### config.mk
export PLATFORM = sky130hd
export DESIGN_NAME = trap_csr_sequencer
export DESIGN_NICKNAME = d
export VERILOG_FILES = /design/src/rtl/cpu_csr_pkg.sv /design/src/rtl/mstatus_xform.sv /design/src/rtl/trap_csr_sequencer.sv
export SDC_FILE = /design/constraint.sdc
export NUM_CORES = 1
export LEC_CHECK = 0
export BUFFER_PORTS_ARGS = -buffer_cell sky130_fd_sc_hd__buf_4
export CELL_PAD_IN_SITES_DETAIL_PLACEMENT = 0
export CELL_PAD_IN_SITES_GLOBAL_PLACEMENT = 1
export CORE_MARGIN = 4
export CORE_UTILIZATION = 35
export DETAILED_ROUTE_END_ITERATION = 10
export GPL_TIMING_DRIVEN = 0
export MAX_ROUTING_LAYER = met4
export PLACE_DENSITY_LB_ADDON = 0.2
export SLEW_MARGIN = 25
export SYNTH_ARGS = -nofsm -noshare
export SYNTH_HDL_FRONTEND = slang
export SYNTH_SLANG_ARGS = --single-unit
### constraint.sdc
create_clock -name clk -period 3.29 [get_ports clk]
set_clock_uncertainty 0.05 [all_clocks]
set_input_delay 0.329 -clock clk [delete_from_list [all_inputs] [get_ports clk]]
set_output_delay 0.329 -clock clk [all_outputs]
set_load 0.01 [all_outputs]
### src/rtl/cpu_csr_pkg.sv
// Shared CSR addresses, privilege modes, mstatus fields
// and the trap/MRET sequencer state encoding.
package cpu_csr_pkg;

  localparam logic [11:0] CSR_MSTATUS = 12'h300;
  localparam logic [11:0] CSR_MTVEC   = 12'h305;
  localparam logic [11:0] CSR_MEPC    = 12'h341;
  localparam logic [11:0] CSR_MCAUSE  = 12'h342;
  localparam logic [11:0] CSR_MTVAL   = 12'h343;

  localparam logic [1:0] MODE_MACHINE = 2'd3;
  localparam logic [1:0] MODE_SUPERV  = 2'd1;
  localparam logic [1:0] MODE_USER    = 2'd0;

  localparam int MS_MIE    = 3;
  localparam int MS_MPIE   = 7;
  localparam int MS_MPP_LO = 11;
  localparam int MS_MPP_HI = 12;

  localparam logic [31:0] CAUSE_ILLEGAL_INSN = 32'd2;

  typedef enum logic [1:0] {
    ST_IDLE,
    ST_RD,
    ST_WR,
    ST_RDR
  } state_e;

  typedef enum logic {
    OP_TRAP,
    OP_MRET
  } op_e;

endpackage

### src/rtl/mstatus_xform.sv
// mstatus update for trap entry and return;
// purely combinational so SRET can reuse it.
import cpu_csr_pkg::*;

module mstatus_xform (
  input  logic [31:0] mstatus_i,
  input  op_e         op_i,
  input  logic [1:0]  mode_i,
  output logic [31:0] mstatus_o
);

  always_comb begin
    mstatus_o = mstatus_i;
    unique case (op_i)
      OP_TRAP: begin
        mstatus_o[MS_MPIE] = mstatus_i[MS_MIE];
        mstatus_o[MS_MIE]  = 1'b0;
        mstatus_o[MS_MPP_HI:MS_MPP_LO] = mode_i;
      end
      OP_MRET: begin
        mstatus_o[MS_MIE]  = mstatus_i[MS_MPIE];
        mstatus_o[MS_MPIE] = 1'b1;
        mstatus_o[MS_MPP_HI:MS_MPP_LO] = MODE_USER;
      end
      default: ;
    endcase
  end

endmodule

### src/rtl/trap_csr_sequencer.sv
// Drives trap entry and MRET through the CSR file's
// implicit ports: read, write, then redirect fetch.
import cpu_csr_pkg::*;

module trap_csr_sequencer #(
  parameter bit VECTORED_EN = 1'b1
) (
  input  logic          clk,
  input  logic          reset,
  input  logic          trap_valid,
  input  logic [31:0]   trap_cause,
  input  logic [31:0]   trap_pc,
  input  logic [31:0]   trap_tval,
  input  logic          mret_valid,
  input  logic [1:0]    mode,
  output logic [3:0]    impl_read_enable,
  output logic [47:0]   impl_addrs_r,
  input  logic [127:0]  impl_csr,
  output logic [3:0]    impl_write_enable,
  output logic [47:0]   impl_addrs_w,
  output logic [127:0]  impl_write_data,
  output logic          busy,
  output logic          redirect_valid,
  output logic [31:0]   redirect_pc,
  output logic [1:0]    new_mode
);

  state_e        state_q, state_d;
  op_e           op_q, op_d;
  logic [31:0]   cause_q, cause_d;
  logic [31:0]   tval_q, tval_d;
  logic [31:0]   vec_q, vec_d;
  logic [31:2]   pc_q, pc_d;
  logic [1:0]    mode_q, mode_d;
  logic [1:0]    mpp_q, mpp_d;
  logic [3:0]    rd_en_q, rd_en_d;
  logic [3:0]    wr_en_q, wr_en_d;
  logic [47:0]   rd_addr_q, rd_addr_d;
  logic [47:0]   wr_addr_q, wr_addr_d;
  logic [127:0]  wr_data_q, wr_data_d;
  logic          busy_q, busy_d;
  logic          rdv_q, rdv_d;
  logic [31:0]   rpc_q, rpc_d;
  logic [1:0]    nmode_q, nmode_d;
  logic [31:0]   ms_new;
  logic [31:0]   tgt_base;
  logic          vec_hit;
  logic          unused_rd_hi;

  assign unused_rd_hi = ^impl_csr[127:64];

  mstatus_xform u_xform (
    .mstatus_i (impl_csr[31:0]),
    .op_i      (op_q),
    .mode_i    (mode_q),
    .mstatus_o (ms_new)
  );

  assign tgt_base = {vec_q[31:2], 2'b00};
  assign vec_hit  = VECTORED_EN
                 && (vec_q[1:0] == 2'b01)
                 && cause_q[31];

  always_comb begin
    state_d   = state_q;
    op_d      = op_q;
    cause_d   = cause_q;
    tval_d    = tval_q;
    pc_d      = pc_q;
    mode_d    = mode_q;
    vec_d     = vec_q;
    mpp_d     = mpp_q;
    rd_en_d   = '0;
    rd_addr_d = '0;
    wr_en_d   = '0;
    wr_addr_d = '0;
    wr_data_d = '0;
    busy_d    = 1'b0;
    rdv_d     = 1'b0;
    rpc_d     = rpc_q;
    nmode_d   = nmode_q;
    unique case (state_q)
      ST_IDLE: begin
        if (trap_valid || mret_valid) begin
          state_d = ST_RD;
          busy_d  = 1'b1;
          mode_d  = mode;
          pc_d    = trap_pc[31:2];
          op_d    = OP_TRAP;
          cause_d = trap_cause;
          tval_d  = trap_tval;
          // MRET below M-mode is an illegal instruction
          if (!trap_valid) begin
            if (mode == MODE_MACHINE) begin
              op_d = OP_MRET;
            end else begin
              cause_d = CAUSE_ILLEGAL_INSN;
              tval_d  = '0;
            end
          end
          rd_en_d   = 4'b0011;
          rd_addr_d = {24'd0,
                       (op_d == OP_MRET) ? CSR_MEPC : CSR_MTVEC,
                       CSR_MSTATUS};
        end
      end
      ST_RD: begin
        state_d = ST_WR;
        busy_d  = 1'b1;
        vec_d   = impl_csr[63:32];
        mpp_d   = impl_csr[MS_MPP_HI:MS_MPP_LO];
        if (op_q == OP_TRAP) begin
          wr_en_d   = 4'b1111;
          wr_addr_d = {CSR_MTVAL, CSR_MCAUSE,
                       CSR_MEPC, CSR_MSTATUS};
          wr_data_d = {tval_q, cause_q,
                       pc_q, 2'b00, ms_new};
        end else begin
          wr_en_d   = 4'b0001;
          wr_addr_d = {36'd0, CSR_MSTATUS};
          wr_data_d = {96'd0, ms_new};
        end
      end
      ST_WR: begin
        state_d = ST_RDR;
        busy_d  = 1'b1;
        rdv_d   = 1'b1;
        if (op_q == OP_TRAP) begin
          rpc_d   = vec_hit
                  ? tgt_base + {cause_q[29:0], 2'b00}
                  : tgt_base;
          nmode_d = MODE_MACHINE;
        end else begin
          rpc_d   = tgt_base;
          nmode_d = (mpp_q == 2'd2) ? MODE_USER : mpp_q;
        end
      end
      ST_RDR: begin
        state_d = ST_IDLE;
      end
      default: state_d = ST_IDLE;
    endcase
  end

  always_ff @(posedge clk) begin
    if (reset) begin
      state_q   <= ST_IDLE;
      op_q      <= OP_TRAP;
      cause_q   <= '0;
      tval_q    <= '0;
      pc_q      <= '0;
      mode_q    <= '0;
      vec_q     <= '0;
      mpp_q     <= '0;
      rd_en_q   <= '0;
      rd_addr_q <= '0;
      wr_en_q   <= '0;
      wr_addr_q <= '0;
      wr_data_q <= '0;
      busy_q    <= 1'b0;
      rdv_q     <= 1'b0;
      rpc_q     <= '0;
      nmode_q   <= MODE_MACHINE;
    end else begin
      state_q   <= state_d;
      op_q      <= op_d;
      cause_q   <= cause_d;
      tval_q    <= tval_d;
      pc_q      <= pc_d;
      mode_q    <= mode_d;
      vec_q     <= vec_d;
      mpp_q     <= mpp_d;
      rd_en_q   <= rd_en_d;
      rd_addr_q <= rd_addr_d;
      wr_en_q   <= wr_en_d;
      wr_addr_q <= wr_addr_d;
      wr_data_q <= wr_data_d;
      busy_q    <= busy_d;
      rdv_q     <= rdv_d;
      rpc_q     <= rpc_d;
      nmode_q   <= nmode_d;
    end
  end

  // reset aborts in the same cycle: no write, no redirect
  assign impl_write_enable = wr_en_q & {4{~reset}};
  assign redirect_valid    = rdv_q & ~reset;
  assign impl_read_enable  = rd_en_q;
  assign impl_addrs_r      = rd_addr_q;
  assign impl_addrs_w      = wr_addr_q;
  assign impl_write_data   = wr_data_q;
  assign busy              = busy_q;
  assign redirect_pc       = rpc_q;
  assign new_mode          = nmode_q;

endmodule

==> results.md, run 1 <==
* Status: complete, no violations
* Count of non-filler cells in the finished layout at 2348
* Peak supply drop at 0.409 mV
* Via-to-Cell Ratio at 4.53
* Cell depth of the worst flop-to-flop path at 10
* CP Launch Type: flop
* Sequential fraction of the synthesis area at 0.498
* Area of placed instances at 15500 sq um
* Classification of the worst-slack hold path: in -> reg
* TritonCTS clock tree: yes
* Relative slew slack at 0.356
* Nets at 2139
* Hold-critical path depth at 3
* Placed insts at 2165
* Power density over the cells at 690 nW/um^2
* Standard-cell row count at 67
* Buffer type at the clock tree root: clkbuf_16
* Flip-flop and latch count after synthesis at 299
* Required arrival time at the worst endpoint at 3610 ps
* Most common cell in the netlist: dfxtp_1
* CP Capture Type: flop
* Final slew viol count at 0
* Routed via count at 10600
* Final total power at 0.0124 W
* Syn-to-layout area delta at 49.1%
* Unique masters post-synth at 62
* Crit-path max cell delay at 410 ps
* Chip Width at 193 um
* Number of instances in the synthesized netlist at 1288
* Number of global-route vias before repair at 10600
* Combinational family with the most area after synthesis: simple AND/OR/NAND/NOR gates
* Number of buffers added on ports at 350
* Highest achievable clock rate at 0.329 GHz
* Clock Tree Buf Depth at 3
* Routability cong. at 0.830
* Library cell occupying the most area in the post-synthesis netlist: dfxtp_1
* Post-layout min period at 3040 ps
* Synth Area in Simple Gates at 0.183
* Data arrival, critical path at 3360 ps
* Setup Fix Bufs, Post-CTS at 0
* Critical path type: reg -> reg
* Primary flip-flop cell chosen by synthesis mapping: dfxtp_1
* Fraction of synthesized cell area in xor and xnor cells at 0.0102
* Final setup TNS at 0 ps
* Total wire length after detailed routing at 39600 um
* Setup repair after global routing missed its margin: false
* Slew at the pin closest to its max-slew limit at 966 ps
* Maximum number of pins on one net before global-route repair at 15
* Initial antenna violation count at 1
* Synthesized area per cell at 9.32 sq um
* Combined global-route utilization of all metal layers at 0.209
* Detailed Place HPWL at 29400 um
* Fraction of synthesized cell area taken by the top area cell type at 0.498
* Number of max-cap violations at 0
* Share of the cycle needed by the critical path after routing at 0.925
* CTS Sinks at 299
* Most instantiated cells after synthesis: 299 x dfxtp_1, 152 x nor2_1, 126 x and2_1
* Clk_lat worst skew at 510 ps
* Cell family with the largest share of critical-path delay: compound AO/OA/AOI/OAI gates
* Starting density of the core at 0.356
* Num CTS Buffers at 36
* Number of detailed-route iterations in the first pass at 5
* Setup violators final at 0
* Critical Path Slowest Stage Cell: fa_1
* DRC viols at 0
* Post-CTS clock slew at the launch and capture registers of the worst setup and hold paths at 60 ps
* CTS H-tree lvls at 2
* Share of the synthesized area in compound gates (AO/OA/AOI/OAI) at 0.145
* Layout filler cell count at 3168
* Boundary Pins at 498
* Average wire per standard cell at 16.9 um
* EDFF count, synth at 0
* Final-report hold violation count at 0
* Number of warnings reported in the yosys synthesis log at 0
* Number of DRC markers in iteration 0 at 467
* Mux contribution to synthesized area at 0.0342
* Ordered list of cells on the worst path: ha_1 -> fa_1 -> a21o_1 -> nand4_1 -> a31oi_2 -> o2111ai_2 -> nand3_1 -> a31oi_1 -> mux2i_1 -> o21ai_0
* Global-route wire length before repair at 61300 um
* Area of the core region at 33700 sq um
* Worst-path maximum fanout at 5
* Total non-filler cell area in the finished layout at 17900 sq um
* Number of buffer and inverter stages on the critical path at 0
* Die Ht at 193 um
* Antenna Violating Nets Remaining at 0
* Cell area after synthesis at 12000 sq um
* Adder-Cell Fraction of Synth Area at 0.0371
* Layout cells sized above 1 at 0.279
* Core utilization of the finished layout at 0.531
* Leftover overflow at the end of global routing at 0
* Leading post-synthesis cells by cell area: dfxtp_1 50%, and2_1 6.6%, buf_4 6.3%, nor2_1 4.8%, a22oi_1 3.9%
* Async set-reset flop share out of synthesis at 0
* Number of logic stages on the critical path including buffering at 10
* Die outline area at 37300 sq um
* Leakage power figure at 8.24 nW
-- sequential cells by signal, indices dropped and copies added (netlist names), 4 cells and up --
| name | count |
|---|---|
| cause_q | 32 |
| impl_addrs_r | 4 |
| impl_write_data | 126 |
| pc_q | 30 |
| redirect_pc | 30 |
| tval_q | 32 |
| vec_q | 32 |
-- worst min-delay path, stage by stage --
cell,delay [ps]
buf_4,80
mux2i_1,60
nor2_1,70
-- cells by family (layout without fill, tap and decap cells) --
logic type,Yosys count,after routing
other cells,1,81
buf+inv,192,724
fa+ha+maj,35,35
flops,299,299
xor+xnor,14,14
compound gates,251,251
simple gates,455,455
mux,41,41
-- worst paths after layout --
check | from | end | slack (ps)
max | cause_q[0] | redirect_pc[24] | 250
min | impl_csr[38] | vec_q[6] | 10
max reg2reg | cause_q[0] | redirect_pc[24] | 250
min reg2reg | pc_q[18] | pc_q[18] | 400
-- area by class of cell --
cell class	instances	area (sq um)	area share
diodes	1	2.50	0.000140
flip-flops and latches	299	5990	0.334
inverters	12	45.0	0.00252
repair buffers	469	3820	0.213
plain buffers	180	1060	0.0591
clock inverters	11	179	0.00999
multi-input cells	876	5220	0.292
clock buffers	52	1030	0.0576
well taps	448	561	0.0313
-- through the flow --
stage,worst slack (ps),hold WS (ps)
floorplan,839,356
global placement,-181,386
detailed placement,-260,389
CTS,33.4,0.0281
global route,86.0,4.95
finish,246,14.0
-- metal layers --
| layer | global-route usage | up-vias | share of wire |
|---|---|---|---|
| li1 | - | 5371 | - |
| met1 | 0.267 | 4899 | 0.45 |
| met2 | 0.348 | 314 | 0.48 |
| met3 | 0.0374 | 56 | 0.050 |
| met4 | 0.0464 | 0 | 0.020 |
| met5 | - | - | 0 |
-- report_power, final --
group / switching [W] / internal, W / leakage (nW)
sequential: 0.000397 / 0.00421 / 2.43
combinational: 0.00212 / 0.00160 / 5.22
clock: 0.00153 / 0.00250 / 0.585
-- timing repair --
item	4_1_cts	5_1_grt
gates resized for setup	1	1
pin swaps	0	0
hold buffers	119	0
hold endpoints to repair	119	0
setup endpoints to repair	30	17
gates cloned	0	0
-- layout by cell type (no fill, tap or decap), types with 10 or more instances in the layout --
| master | count |
|---|---|
| a211oi_1 | 15 |
| a21o_1 | 13 |
| a21oi_1 | 73 |
| a22oi_1 | 63 |
| a311oi_1 | 11 |
| and2_1 | 126 |
| buf_4 | 450 |
| clkbuf_1 | 80 |
| clkbuf_16 | 36 |
| conb_1 | 80 |
| dfxtp_1 | 299 |
| dlygate4sd3_1 | 119 |
| ha_1 | 34 |
| inv_1 | 12 |
| mux2i_1 | 41 |
| nand2_1 | 116 |
| nand3_1 | 10 |
| nor2_1 | 152 |
| nor3_1 | 11 |
| o21ai_0 | 22 |
| xnor2_1 | 10 |
Power figures use the tool's default switching activity.
==> run 2, diff against run 1 <==
--- a/config.mk
+++ b/config.mk
@@ -12,6 +12,7 @@
 export CORE_UTILIZATION = 35
 export DETAILED_ROUTE_END_ITERATION = 10
 export GPL_TIMING_DRIVEN = 0
+export HOLD_SLACK_MARGIN = 0.03
 export MAX_ROUTING_LAYER = met4
 export PLACE_DENSITY_LB_ADDON = 0.2
 export SLEW_MARGIN = 25
==> results.md, run 2 (synthesis gave the netlist of run 1 again) <==
* Clk_lat worst skew at 520 ps (about the same)
* Peak supply drop at 0.408 mV (-0.17%)
* Maximum number of pins on one net before global-route repair at 15 (unchanged)
* Worst slack after detailed placement at -260 ps (unchanged)
* Required arrival time at the worst endpoint at 3610 ps (about the same)
* Highest achievable clock rate at 0.329 GHz (about the same)
* Worst-path maximum fanout at 5 (unchanged)
* CTS Sinks at 299 (unchanged)
* Leftover overflow at the end of global routing at 0 (unchanged)
* CP endpoint: redirect_pc[24]
* Nets at 2180 (+1.9%)
* Share of the cycle needed by the critical path after routing at 0.925 (about the same)
* Area of all sequential standard cells at 5990 sq um (unchanged)
* Data arrival, critical path at 3360 ps (about the same)
* Number of inserted diodes at 0 (-1)
* Final slew viol count at 0 (unchanged)
* Standard-cell row count at 67 (unchanged)
* CP Capture Type: flop
* Combined global-route utilization of all metal layers at 0.211 (+0.00207)
* Hold-critical path depth at 3 (unchanged)
* Number of buffers added on ports at 350 (unchanged)
* Commonest cells after routing, fill and taps aside: 450 x buf_4, 299 x dfxtp_1, 160 x dlygate4sd3_1
* Final-report hold violation count at 0 (unchanged)
* Placed insts at 2165 (unchanged)
* Starting density of the core at 0.356 (unchanged)
* Detailed Place HPWL at 29400 um (unchanged)
* Relative slew slack at 0.350 (-0.00589)
* Layout cells sized above 1 at 0.273 (-0.00589)
* Total wire length after detailed routing at 40000 um (+1.1%)
* Number of max-cap violations at 0 (unchanged)
* CP Launch Type: flop
* Classification of the worst-slack hold path: in -> reg
* Boundary Pins at 498 (unchanged)
* Critical path type: reg -> reg
* Chip Width at 193 um (unchanged)
* Footprint of the multi-input gates at 5220 sq um (unchanged)
* Number of detailed-route iterations in the first pass at 5 (unchanged)
* Syn-to-layout area delta at 52.5%
* Average wire per standard cell at 16.8 um (-0.55%)
* Number of global-route vias before repair at 10800 (+2.1%)
* Reg-to-Reg End: redirect_pc[24]
* Global-route wire length before repair at 62100 um (+1.2%)
* Setup repair after global routing missed its margin: false
* Via-to-Cell Ratio at 4.53 (about the same)
* Die outline area at 37300 sq um (unchanged)
* Num CTS Buffers at 36 (unchanged)
* Initial antenna violation count at 0 (-1)
* Post-layout min period at 3040 ps (-2.03 ps)
* Routability cong. at 0.830 (unchanged)
* Cell depth of the worst flop-to-flop path at 10 (unchanged)
* CTS H-tree lvls at 2 (unchanged)
* Largest register FFs at 126 (unchanged)
* Area of the core region at 33700 sq um (unchanged)
* Layout filler cell count at 3127 (-1.3%)
* Number of DRC markers in iteration 0 at 414 (-11%)
* DRC viols at 0 (unchanged)
* Buffer type at the clock tree root: clkbuf_16
* Worst reg-to-reg setup slack at 250 ps (about the same)
* Die Ht at 193 um (unchanged)
* Setup Fix Bufs, Post-CTS at 0 (unchanged)
* Status: complete, no violations
* Count of non-filler cells in the finished layout at 2388 (+1.7%)
* Worst-case setup margin in the final layout at 248 ps (+2.03 ps)
* Antenna Violating Nets Remaining at 0 (unchanged)
* Launch instance of the worst register-to-register path: cause_q[0]
* Routed via count at 10800 (+1.8%)
* Most common cell after layout, fill and taps aside: buf_4
* TritonCTS clock tree: yes
* Post-CTS clock slew at the launch and capture registers of the worst setup and hold paths at 60 ps (about the same)
* Launch point of the worst path: cause_q[0]
* Slew at the pin closest to its max-slew limit at 975 ps (+8.84 ps)
* Setup violators final at 0 (unchanged)
* Power density over the cells at 677 nW/um^2 (-1.9%)
* Clock Tree Buf Depth at 3 (unchanged)
* Leakage power figure at 8.41 nW (+2.1%)
## run 2: final cells by class
| cell class | count | area share |
|---|---|---|
| repair buffers | 510 | 0.231 |
| inverters | 12 | 0.00246 |
| plain buffers | 180 | 0.0577 |
| clock inverters | 11 | 0.00977 |
| flip-flops and latches | 299 | 0.327 |
| multi-input cells | 876 | 0.285 |
| well taps | 448 | 0.0306 |
| clock buffers | 52 | 0.0563 |
## run 2: worst min path at each step
stage | start | slack (ps) | end
after detailed placement | pc_q[28] | 390 | impl_write_data[60]
after global routing | trap_cause[1] | 120 | cause_q[1]
final | trap_cause[1] | 70 | cause_q[1]
after floorplan | trap_valid | 360 | impl_addrs_r[18]
after global placement | pc_q[24] | 390 | impl_write_data[56]
after CTS | trap_cause[1] | 50 | cause_q[1]
## run 2: layer usage
| metal | share of wire | global-route usage | vias to the layer above | routed length, um |
|---|---|---|---|---|
| met1 | 0.44 | 0.269 | 4991 | 17600 |
| met4 | 0.021 | 0.0464 | 0 | 848 |
| met2 | 0.48 | 0.353 | 328 | 19300 |
| met5 | 0 | - | - | 0 |
| li1 | - | - | 5451 | - |
| met3 | 0.056 | 0.0381 | 59 | 2230 |
## run 2: where the power goes
group / internal, W / total, W / switching (W) / leakage (nW)
Combinational: 0.00164 / 0.00376 / 0.00212 / 5.39
Sequential: 0.00421 / 0.00461 / 0.000401 / 2.43
Clock: 0.00250 / 0.00403 / 0.00153 / 0.585
## run 2: worst max-delay path, stage by stage, from the launching register on
cell and delay (ps):
dfxtp_1 330, ha_1 250, fa_1 420, a21o_1 210, nand4_1 130, a31oi_2 190
o2111ai_2 340, nand3_1 230, a31oi_1 360, mux2i_1 270, o21ai_0 120
## run 2: timing repair
action / 4_1_cts / 5_1_grt
hold endpoints to repair: 160 / 0
hold buffers: 160 / 0
endpoints found under the setup margin: 30 / 17
resized for setup: 1 / 1
## run 2: through the flow
step / cell area [sq um] / hold slack, ps / power, W / setup TNS [ps] / util
global placement: 15500 / 386 / 0.00824 / -2270 / 0.460
global route: 18300 / 119 / 0.0131 / 0 / 0.543
CTS: 18300 / 53.3 / 0.0125 / 0 / 0.543
detailed placement: 15500 / 389 / 0.00829 / -4220 / 0.460
floorplan: 12300 / 356 / 0.00679 / 0 / -
finish: 18300 / 69.2 / 0.0124 / 0 / 0.543
